<file path="config.mk">
export PLATFORM = sky130hd
export DESIGN_NAME = adder_share_arbiter
export DESIGN_NICKNAME = d
export VERILOG_FILES = /design/src/rtl/adder_share_arbiter.sv
export SDC_FILE = /design/constraint.sdc
export NUM_CORES = 1
export LEC_CHECK = 0
export CAP_MARGIN = 5
export CORE_MARGIN = 4
export CORE_UTILIZATION = 30
export CTS_CLUSTER_DIAMETER = 30
export DETAILED_ROUTE_END_ITERATION = 8
export PLACE_DENSITY_LB_ADDON = 0.08
export SYNTH_ARGS = -nofsm -noshare
export SYNTH_HDL_FRONTEND = slang
export SYNTH_SLANG_ARGS = --single-unit
</file>
<file path="constraint.sdc">
create_clock -name clk -period 2.6 [get_ports clk]
set_clock_uncertainty 0.15 [all_clocks]
set_input_delay 0.52 -clock clk [delete_from_list [all_inputs] [get_ports clk]]
set_output_delay 0.52 -clock clk [all_outputs]
set_load 0.05 [all_outputs]
</file>
<file path="src/rtl/adder_share_arbiter.sv">
// rtl/adder_share_arbiter.sv - round-robin sequencer sharing one external adder among NREQ requesters
//
// Ports:
//   clk, rst                  clock, synchronous active-high reset
//   req_valid/a/b/cin         per-requester operation request, operands packed at [i*WIDTH +: WIDTH]
//   req_ready                 one-hot accept strobe, combinational in the grant cycle
//   add_a/add_b/add_cin       registered operands driven to the shared adder
//   add_sum/add_cout          result returned by the shared adder
//   rsp_valid/id/sum/cout     response channel, held until rsp_ready
//   rsp_ready                 consumer accepts the response
module adder_share_arbiter #(
    parameter int WIDTH = 4,
    parameter int NREQ  = 4,
    localparam int IDW  = $clog2(NREQ)
) (
    input  logic                  clk,
    input  logic                  rst,
    input  logic [NREQ-1:0]       req_valid,
    input  logic [NREQ*WIDTH-1:0] req_a,
    input  logic [NREQ*WIDTH-1:0] req_b,
    input  logic [NREQ-1:0]       req_cin,
    output logic [NREQ-1:0]       req_ready,
    output logic [WIDTH-1:0]      add_a,
    output logic [WIDTH-1:0]      add_b,
    output logic                  add_cin,
    input  logic [WIDTH-1:0]      add_sum,
    input  logic                  add_cout,
    output logic                  rsp_valid,
    output logic [IDW-1:0]        rsp_id,
    output logic [WIDTH-1:0]      rsp_sum,
    output logic                  rsp_cout,
    input  logic                  rsp_ready
);

    localparam logic [1:0] ST_IDLE = 2'd0;
    localparam logic [1:0] ST_EXEC = 2'd1;
    localparam logic [1:0] ST_RESP = 2'd2;

    localparam logic [IDW:0]   NREQ_W   = (IDW+1)'(NREQ);
    localparam logic [IDW-1:0] LAST_IDX = IDW'(NREQ-1);

    logic [1:0]       state_q, state_d;
    logic [IDW-1:0]   ptr_q, ptr_d;
    logic [WIDTH-1:0] add_a_q, add_a_d;
    logic [WIDTH-1:0] add_b_q, add_b_d;
    logic             add_cin_q, add_cin_d;
    logic             rsp_valid_q, rsp_valid_d;
    logic [IDW-1:0]   rsp_id_q, rsp_id_d;
    logic [WIDTH-1:0] rsp_sum_q, rsp_sum_d;
    logic             rsp_cout_q, rsp_cout_d;

    logic [WIDTH-1:0] slot_a [NREQ];
    logic [WIDTH-1:0] slot_b [NREQ];
    logic             grant_found;
    logic [IDW-1:0]   grant_idx;
    logic [IDW:0]     cand;

    always_comb begin
        for (int i = 0; i < NREQ; i++) begin
            slot_a[i] = req_a[i*WIDTH +: WIDTH];
            slot_b[i] = req_b[i*WIDTH +: WIDTH];
        end
    end

    // Scan p, p+1, ... wrapping at NREQ; the first set req_valid bit wins.
    // cand carries one extra bit so p+k never overflows before the wrap.
    always_comb begin
        grant_found = 1'b0;
        grant_idx   = '0;
        cand        = '0;
        for (int k = 0; k < NREQ; k++) begin
            cand = {1'b0, ptr_q} + (IDW+1)'(k);
            if (cand >= NREQ_W) begin
                cand = cand - NREQ_W;
            end
            if (!grant_found && req_valid[cand[IDW-1:0]]) begin
                grant_found = 1'b1;
                grant_idx   = cand[IDW-1:0];
            end
        end
    end

    // Masked by rst so no requester believes it was accepted while the
    // reset edge is discarding everything.
    always_comb begin
        req_ready = '0;
        if (!rst && state_q == ST_IDLE && grant_found) begin
            req_ready[grant_idx] = 1'b1;
        end
    end

    always_comb begin
        state_d     = state_q;
        ptr_d       = ptr_q;
        add_a_d     = add_a_q;
        add_b_d     = add_b_q;
        add_cin_d   = add_cin_q;
        rsp_valid_d = rsp_valid_q;
        rsp_id_d    = rsp_id_q;
        rsp_sum_d   = rsp_sum_q;
        rsp_cout_d  = rsp_cout_q;
        case (state_q)
            ST_IDLE: begin
                if (grant_found) begin
                    add_a_d   = slot_a[grant_idx];
                    add_b_d   = slot_b[grant_idx];
                    add_cin_d = req_cin[grant_idx];
                    rsp_id_d  = grant_idx;
                    ptr_d     = (grant_idx == LAST_IDX) ? '0 : grant_idx + 1'b1;
                    state_d   = ST_EXEC;
                end
            end
            ST_EXEC: begin
                // Operands have been stable for a full cycle; the adder has settled.
                rsp_sum_d   = add_sum;
                rsp_cout_d  = add_cout;
                rsp_valid_d = 1'b1;
                state_d     = ST_RESP;
            end
            ST_RESP: begin
                if (rsp_ready) begin
                    rsp_valid_d = 1'b0;
                    state_d     = ST_IDLE;
                end
            end
            default: begin
                state_d = ST_IDLE;
            end
        endcase
    end

    always_ff @(posedge clk) begin
        if (rst) begin
            state_q     <= ST_IDLE;
            ptr_q       <= '0;
            add_a_q     <= '0;
            add_b_q     <= '0;
            add_cin_q   <= 1'b0;
            rsp_valid_q <= 1'b0;
            rsp_id_q    <= '0;
            rsp_sum_q   <= '0;
            rsp_cout_q  <= 1'b0;
        end else begin
            state_q     <= state_d;
            ptr_q       <= ptr_d;
            add_a_q     <= add_a_d;
            add_b_q     <= add_b_d;
            add_cin_q   <= add_cin_d;
            rsp_valid_q <= rsp_valid_d;
            rsp_id_q    <= rsp_id_d;
            rsp_sum_q   <= rsp_sum_d;
            rsp_cout_q  <= rsp_cout_d;
        end
    end

    assign add_a     = add_a_q;
    assign add_b     = add_b_q;
    assign add_cin   = add_cin_q;
    assign rsp_valid = rsp_valid_q;
    assign rsp_id    = rsp_id_q;
    assign rsp_sum   = rsp_sum_q;
    assign rsp_cout  = rsp_cout_q;

endmodule
</file>
Word-level counts from Yosys, hierarchy flattened
Cells that the tools add are included.
Widths: inputs -> output; s select.
{"block": "op_classes", "n_bitwise": 1, "muxes": 37, "n_reduce_logical": 15, "n_eq_ne": 5, "n_lt_le_gt_ge": 11, "addsub": 8}
{"cell": "$mux 2", "count": 11}
{"cell": "$mux 4", "count": 5}
{"cell": "$bmux 4 s2", "count": 2}
{"cell": "$lt 2x3->1 const B", "count": 5}
{"cell": "$ge 3x3->1 const B", "count": 4}
{"cell": "$mux 1", "count": 11}
{"cell": "$bmux 1 s2", "count": 5}
{"cell": "$sub 2x1->2 const B", "count": 4}
{"cell": "$add 2x2->3 const B", "count": 2}
{"cell": "$logic_and 1x1->1", "count": 6}
{"cell": "$pmux 2 s3", "count": 1}
{"cell": "$reduce_and 2->1", "count": 3}
{"cell": "$eq 2x2->1 const B", "count": 2}
{"cell": "$logic_not 1->1", "count": 4}
{"cell": "$ne 2x2->1 const B", "count": 2}
{"cell": "$add 2x1->3 const B", "count": 1}
{"cell": "$ge 2x3->1 const B", "count": 1}
{"cell": "$not 2->3", "count": 1}
{"cell": "$add 2x1->2 const B", "count": 1}
{"cell": "$demux 1 s2", "count": 1}
{"cell": "$eq 2x1->1 const B", "count": 1}
{"cell": "$ge 2x1->1 const B", "count": 1}
{"cell": "$logic_not 2->1", "count": 1}
{"cell": "$pmux 1 s2", "count": 1}
{"cell": "$reduce_bool 2->1", "count": 1}
{"block": "totals", "register_bits": 21, "in_bits": 48, "word_cells": 86, "out_inout_bits": 21}

Logic depth before layout (Yosys ltp)
{"block": "depth", "ltp_word": 19, "ltp_mapped": 6, "ltp_nobuf": 6}

Least setup slack after synthesis
Ideal clock, no wire load.
{"block": "synth_path", "path_type": "in2out", "from": "in req_valid[2]", "to": "out req_ready[0]", "path_buffers": 0, "path_stages": 6, "setup_slack_ns": -0.222, "t_arrival_ns": 2.152, "required_time_ns": 1.930, "path_cell_list": "nor2b_1 > a21boi_1 > o32a_1 > inv_2 > nand2_1 > nor2_1"}
{"block": "synth_between", "elab_chain_len": 17, "word_cells_on_any_way": 29, "cone_classes": "order compare (2); mux (19); reduce/logical (8)"}
{"element": "start: declaration", "line": "18", "text": "input logic [NREQ-1:0] req_valid,"}
{"element": "$bmux 1 s2", "line": "76", "text": "if (!grant_found && req_valid[cand[IDW-1:0]]) begin"}
{"element": "$mux 1 (not written as such)", "line": "76"}
{"element": "$mux 1", "line": "76"}
{"element": "$logic_not 1->1", "line": "76"}
{"element": "$logic_and 1x1->1", "line": "76"}
{"element": "$mux 1", "line": "76"}
{"element": "$logic_not 1->1", "line": "76"}
{"element": "$logic_and 1x1->1", "line": "76"}
{"element": "$mux 1", "line": "76"}
{"element": "$logic_not 1->1", "line": "76"}
{"element": "$logic_and 1x1->1", "line": "76"}
{"element": "$mux 2", "line": "76"}
{"element": "$lt 2x3->1 (not written as such) / $ge 2x1->1 (equally long branches)", "line": "88", "text": "req_ready[grant_idx] = 1'b1;"}
{"element": "$logic_and 1x1->1 (not written as such)", "line": "88"}
{"element": "$mux 1 (not written as such)", "line": "88"}
{"element": "$demux 1 s2", "line": "88"}
{"element": "$mux 4 (*)", "line": "87", "text": "if (!rst && state_q == ST_IDLE && grant_found) begin"}
{"element": "end: declaration", "line": "22", "text": "output logic [NREQ-1:0] req_ready,"}
Every way passes the cells marked *; elsewhere a longest branch is shown, timed or not. The select of a mux whose other input is x is not followed.

Final worst setup path
{"block": "layout_path", "from": "in req_valid[0]", "to": "out req_ready[1]"}
Same word-level chain as after synthesis.

==> flow_summary.toml <==
[job]
maxCapViolCount = 0

[timing]
max_freq_mhz = 394
slew_headroom_pct = 56.1
min_period_over_period_pct = 97.7
worstMarginPinSlew_ns = 0.657
hold_viol = 0
finalMaxSlewViolations = 0
rsz0062_at_grt = "false"
setup_viol = 0
holdWs_ns = 0.320
setup_slack_ns = 0.0600
period_minus_slack_ns = 2.54

[grt]
grt_pass1_wl_um = 5240
grt_pass1_vias = 1240
antenna_found_initial = 0
grt_max_degree = 13
gr-total-overflow = 0
grtUsageTotal_pct = 13.1

[critical_path]
startpoint = "req_valid[0]"
end_kind = "primary output"
crit_type = "primary input to primary output"
rr_startpoint = "ptr_q[0]$_SDFFE_PP0P_"
crit_fanout = 4
crit_end = "req_ready[1]"
critPathArrivalTime_ns = 1.87
r2r_end = "add_b[1]$_SDFFE_PP0P_"
start_kind = "primary input"
r2r_slack_ns = 0.49
critPathRequiredTime_ns = 1.93
reg2reg_depth = 7

[die]
dieArea_mm2 = 0.00481
design.core.area_mm2 = 0.00366
rows = 22
die_h_um = 69.3
start_util_pct = 30.8
die_x_um = 69.3
num_io_pins = 69

[clocking]
cts.clk_slew.worst_paths_ns = 0.07
cts.sinks = 21
cts_tree = "done"
cts_buffers = 3
h-tree-depth = 1
root_buffer = "clkbuf_8"
cts_buffer_depth = 2
insertion_delay_ns = 0.25
cts_hold_buffers = 0

[placed_design]
numPortBuffers = 68
gp_congestion = 0.807
dp_slack_ns = -0.290
dp.final_hpwl_um = 2520

[final_layout]
syn_to_final_growth_pct = 80.3
final_util_pct = 55.6
fillCellCount = 329
fin_nets = 240
drive_above_1_share_pct = 24.7
insertedDiodeCount = 0

[synth]
synthCells = 110
synthesis.area_mm2 = 0.00113
synth.distinct_cells = 25
ys_warn_count = 0
yosysSeqAreaShare_pct = 37.3
synth_top_area_cell = "dfxtp_1"
synth_edf_count = 0
synth_top_flop_cell = "dfxtp_1"
netlist_top_cells_area = "dfxtp_1, mux2i_1, o221ai_2"
async_flop_share_pct = 0
synth_common_cells = "mux2i_1, dfxtp_1, nor2_1, nand2_1, o221ai_2"
synth_most_common_cell = "mux2i_1"
netlist.area_leader.share_pct = 37.3
syn_area_per_cell_um2 = 10.3
ys_seq_elements = 21
syn_nets = 159

[routing]
avgRoutedWirePerCell_um = 12.9
ant_nets = 0
drc = 0
initialDrtViolationCount = 29
vias = 1110
via_per_inst = 4.66
wirelength_um = 3080
drtPass1Iterations = 4

[power]
vdd_drop_max_uv = 275
power.leakage_nw = 0.789
power_density_mw_per_mm2 = 608

[worst_hold_path]
hp-class = "register to register"

[status]
outcome = "finished clean"
placed cells by master (no fill, tap or decap):
| cell type | netlist | layout |
|---|---|---|
| a211oi_1 | 2 | 2 |
| nor4_4 | 0 | 1 |
| clkdlybuf4s50_1 | 0 | 60 |
| clkbuf_8 | 0 | 3 |
| nand3b_1 | 1 | 1 |
| nor3b_1 | 1 | 1 |
| buf_12 | 1 | 4 |
| inv_2 | 1 | 1 |
| nor4_2 | 0 | 1 |
| nor2b_1 | 5 | 4 |
| a21boi_1 | 1 | 1 |
| or4_4 | 1 | 1 |
| o21ai_0 | 1 | 1 |
| clkinv_2 | 0 | 1 |
| mux2i_1 | 25 | 25 |
| nor3_2 | 1 | 1 |
| nand2_1 | 11 | 10 |
| or4b_4 | 1 | 1 |
| clkdlybuf4s15_2 | 0 | 1 |
| o32a_1 | 1 | 1 |
| nor2_2 | 0 | 2 |
| nor2b_4 | 0 | 1 |
| and2_4 | 0 | 1 |
| dfxtp_1 | 21 | 21 |
| ha_1 | 1 | 1 |
| nand2_2 | 0 | 1 |
| nand2_4 | 1 | 1 |
| a21oi_2 | 0 | 1 |
| clkbuf_2 | 0 | 3 |
| o221ai_2 | 9 | 9 |
| buf_4 | 0 | 13 |
| nor2_1 | 17 | 15 |
where the power goes:
part           internal, mW  total [mW]  leakage (nW)  switching, mW
Combinational         0.291       0.624         0.590          0.333
Sequential            0.371       0.405         0.173         0.0333
Clock                 0.106       0.209        0.0255          0.102
Total                 0.769        1.24         0.789          0.468
critical path: stages:
cell and delay (ns):
clkdlybuf4s15_2 0.21, nor2b_1 0.13, or4b_4 0.50, nand2_4 0.09, ha_1 0.13, and2_4 0.14
buf_12 0.13
final cells by class:
type | count | area (µm²) | area share [%]
tap | 48 | 60.1 | 2.95
multi-input combinational | 83 | 699 | 34.4
inverter | 1 | 3.75 | 0.185
sequential | 21 | 420 | 20.7
clock buffer | 3 | 41.3 | 2.03
timing repair buffer | 81 | 805 | 39.5
clock inverter | 1 | 5.00 | 0.246
cells by family (layout without fill, tap and decap cells):
family | after synthesis | count (layout) | synth area share [%]
buffers and inverters | 6 | 86 | 4.54
AO/OA/AOI/OAI | 15 | 15 | 15.7
flip-flops | 21 | 21 | 37.3
multiplexers | 25 | 25 | 22.2
adder cells (fa/ha/maj) | 1 | 1 | 1.11
AND/OR/NAND/NOR | 42 | 42 | 19.2
routing by layer:
| metal | track usage, % | share of wire [%] | up-vias |
|---|---|---|---|
| met5 | 0 | 0 | - |
| met4 | 3.90 | 0.81 | 0 |
| met3 | 4.93 | 7.6 | 2 |
| met2 | 22.9 | 51 | 38 |
| met1 | 14.6 | 41 | 508 |
| li1 | - | - | 562 |
per-stage QoR:
step	power (mW)	cells	instance area [µm²]	TNS (ns)
after floorplan	0.800	110	1140	-0.000653
after global placement	1.02	232	1950	-1.24
after detailed placement	1.03	232	1950	-1.86
after CTS	1.25	238	2030	-0.00821
after global routing	1.31	238	2030	0
final	1.24	238	2030	0
worst min-delay path by stage:
| stage | startpoint | end | slack [ns] | depth (start not counted) |
|---|---|---|---|---|
| CTS | add_b[0]$_SDFFE_PP0P_ | add_b[0]$_SDFFE_PP0P_ | 0.33 | 2 |
| finish | add_b[0]$_SDFFE_PP0P_ | add_b[0]$_SDFFE_PP0P_ | 0.32 | 2 |
| global route | add_a[2]$_SDFFE_PP0P_ | add_a[2]$_SDFFE_PP0P_ | 0.35 | 2 |
| detailed placement | add_b[3]$_SDFFE_PP0P_ | add_b[3]$_SDFFE_PP0P_ | 0.30 | 2 |
| global placement | add_a[2]$_SDFFE_PP0P_ | add_a[2]$_SDFFE_PP0P_ | 0.30 | 2 |
| floorplan | ptr_q[0]$_SDFFE_PP0P_ | ptr_q[0]$_SDFFE_PP0P_ | 0.34 | 2 |
sequential cells by signal, indices dropped and copies added, names as in the netlist:
signal,count
add_a,4
add_b,4
add_cin,1
ptr_q,2
rsp_cout,1
rsp_id,2
rsp_sum,4
rsp_valid,1
state_q,2
what timing repair did:
action	CTS	global route
resized for setup	10	9
setup endpoints to repair	4	4
cloned	0	0
pin swaps	4	2
buffers inserted	2	0
Power figures use the tool's default switching activity.
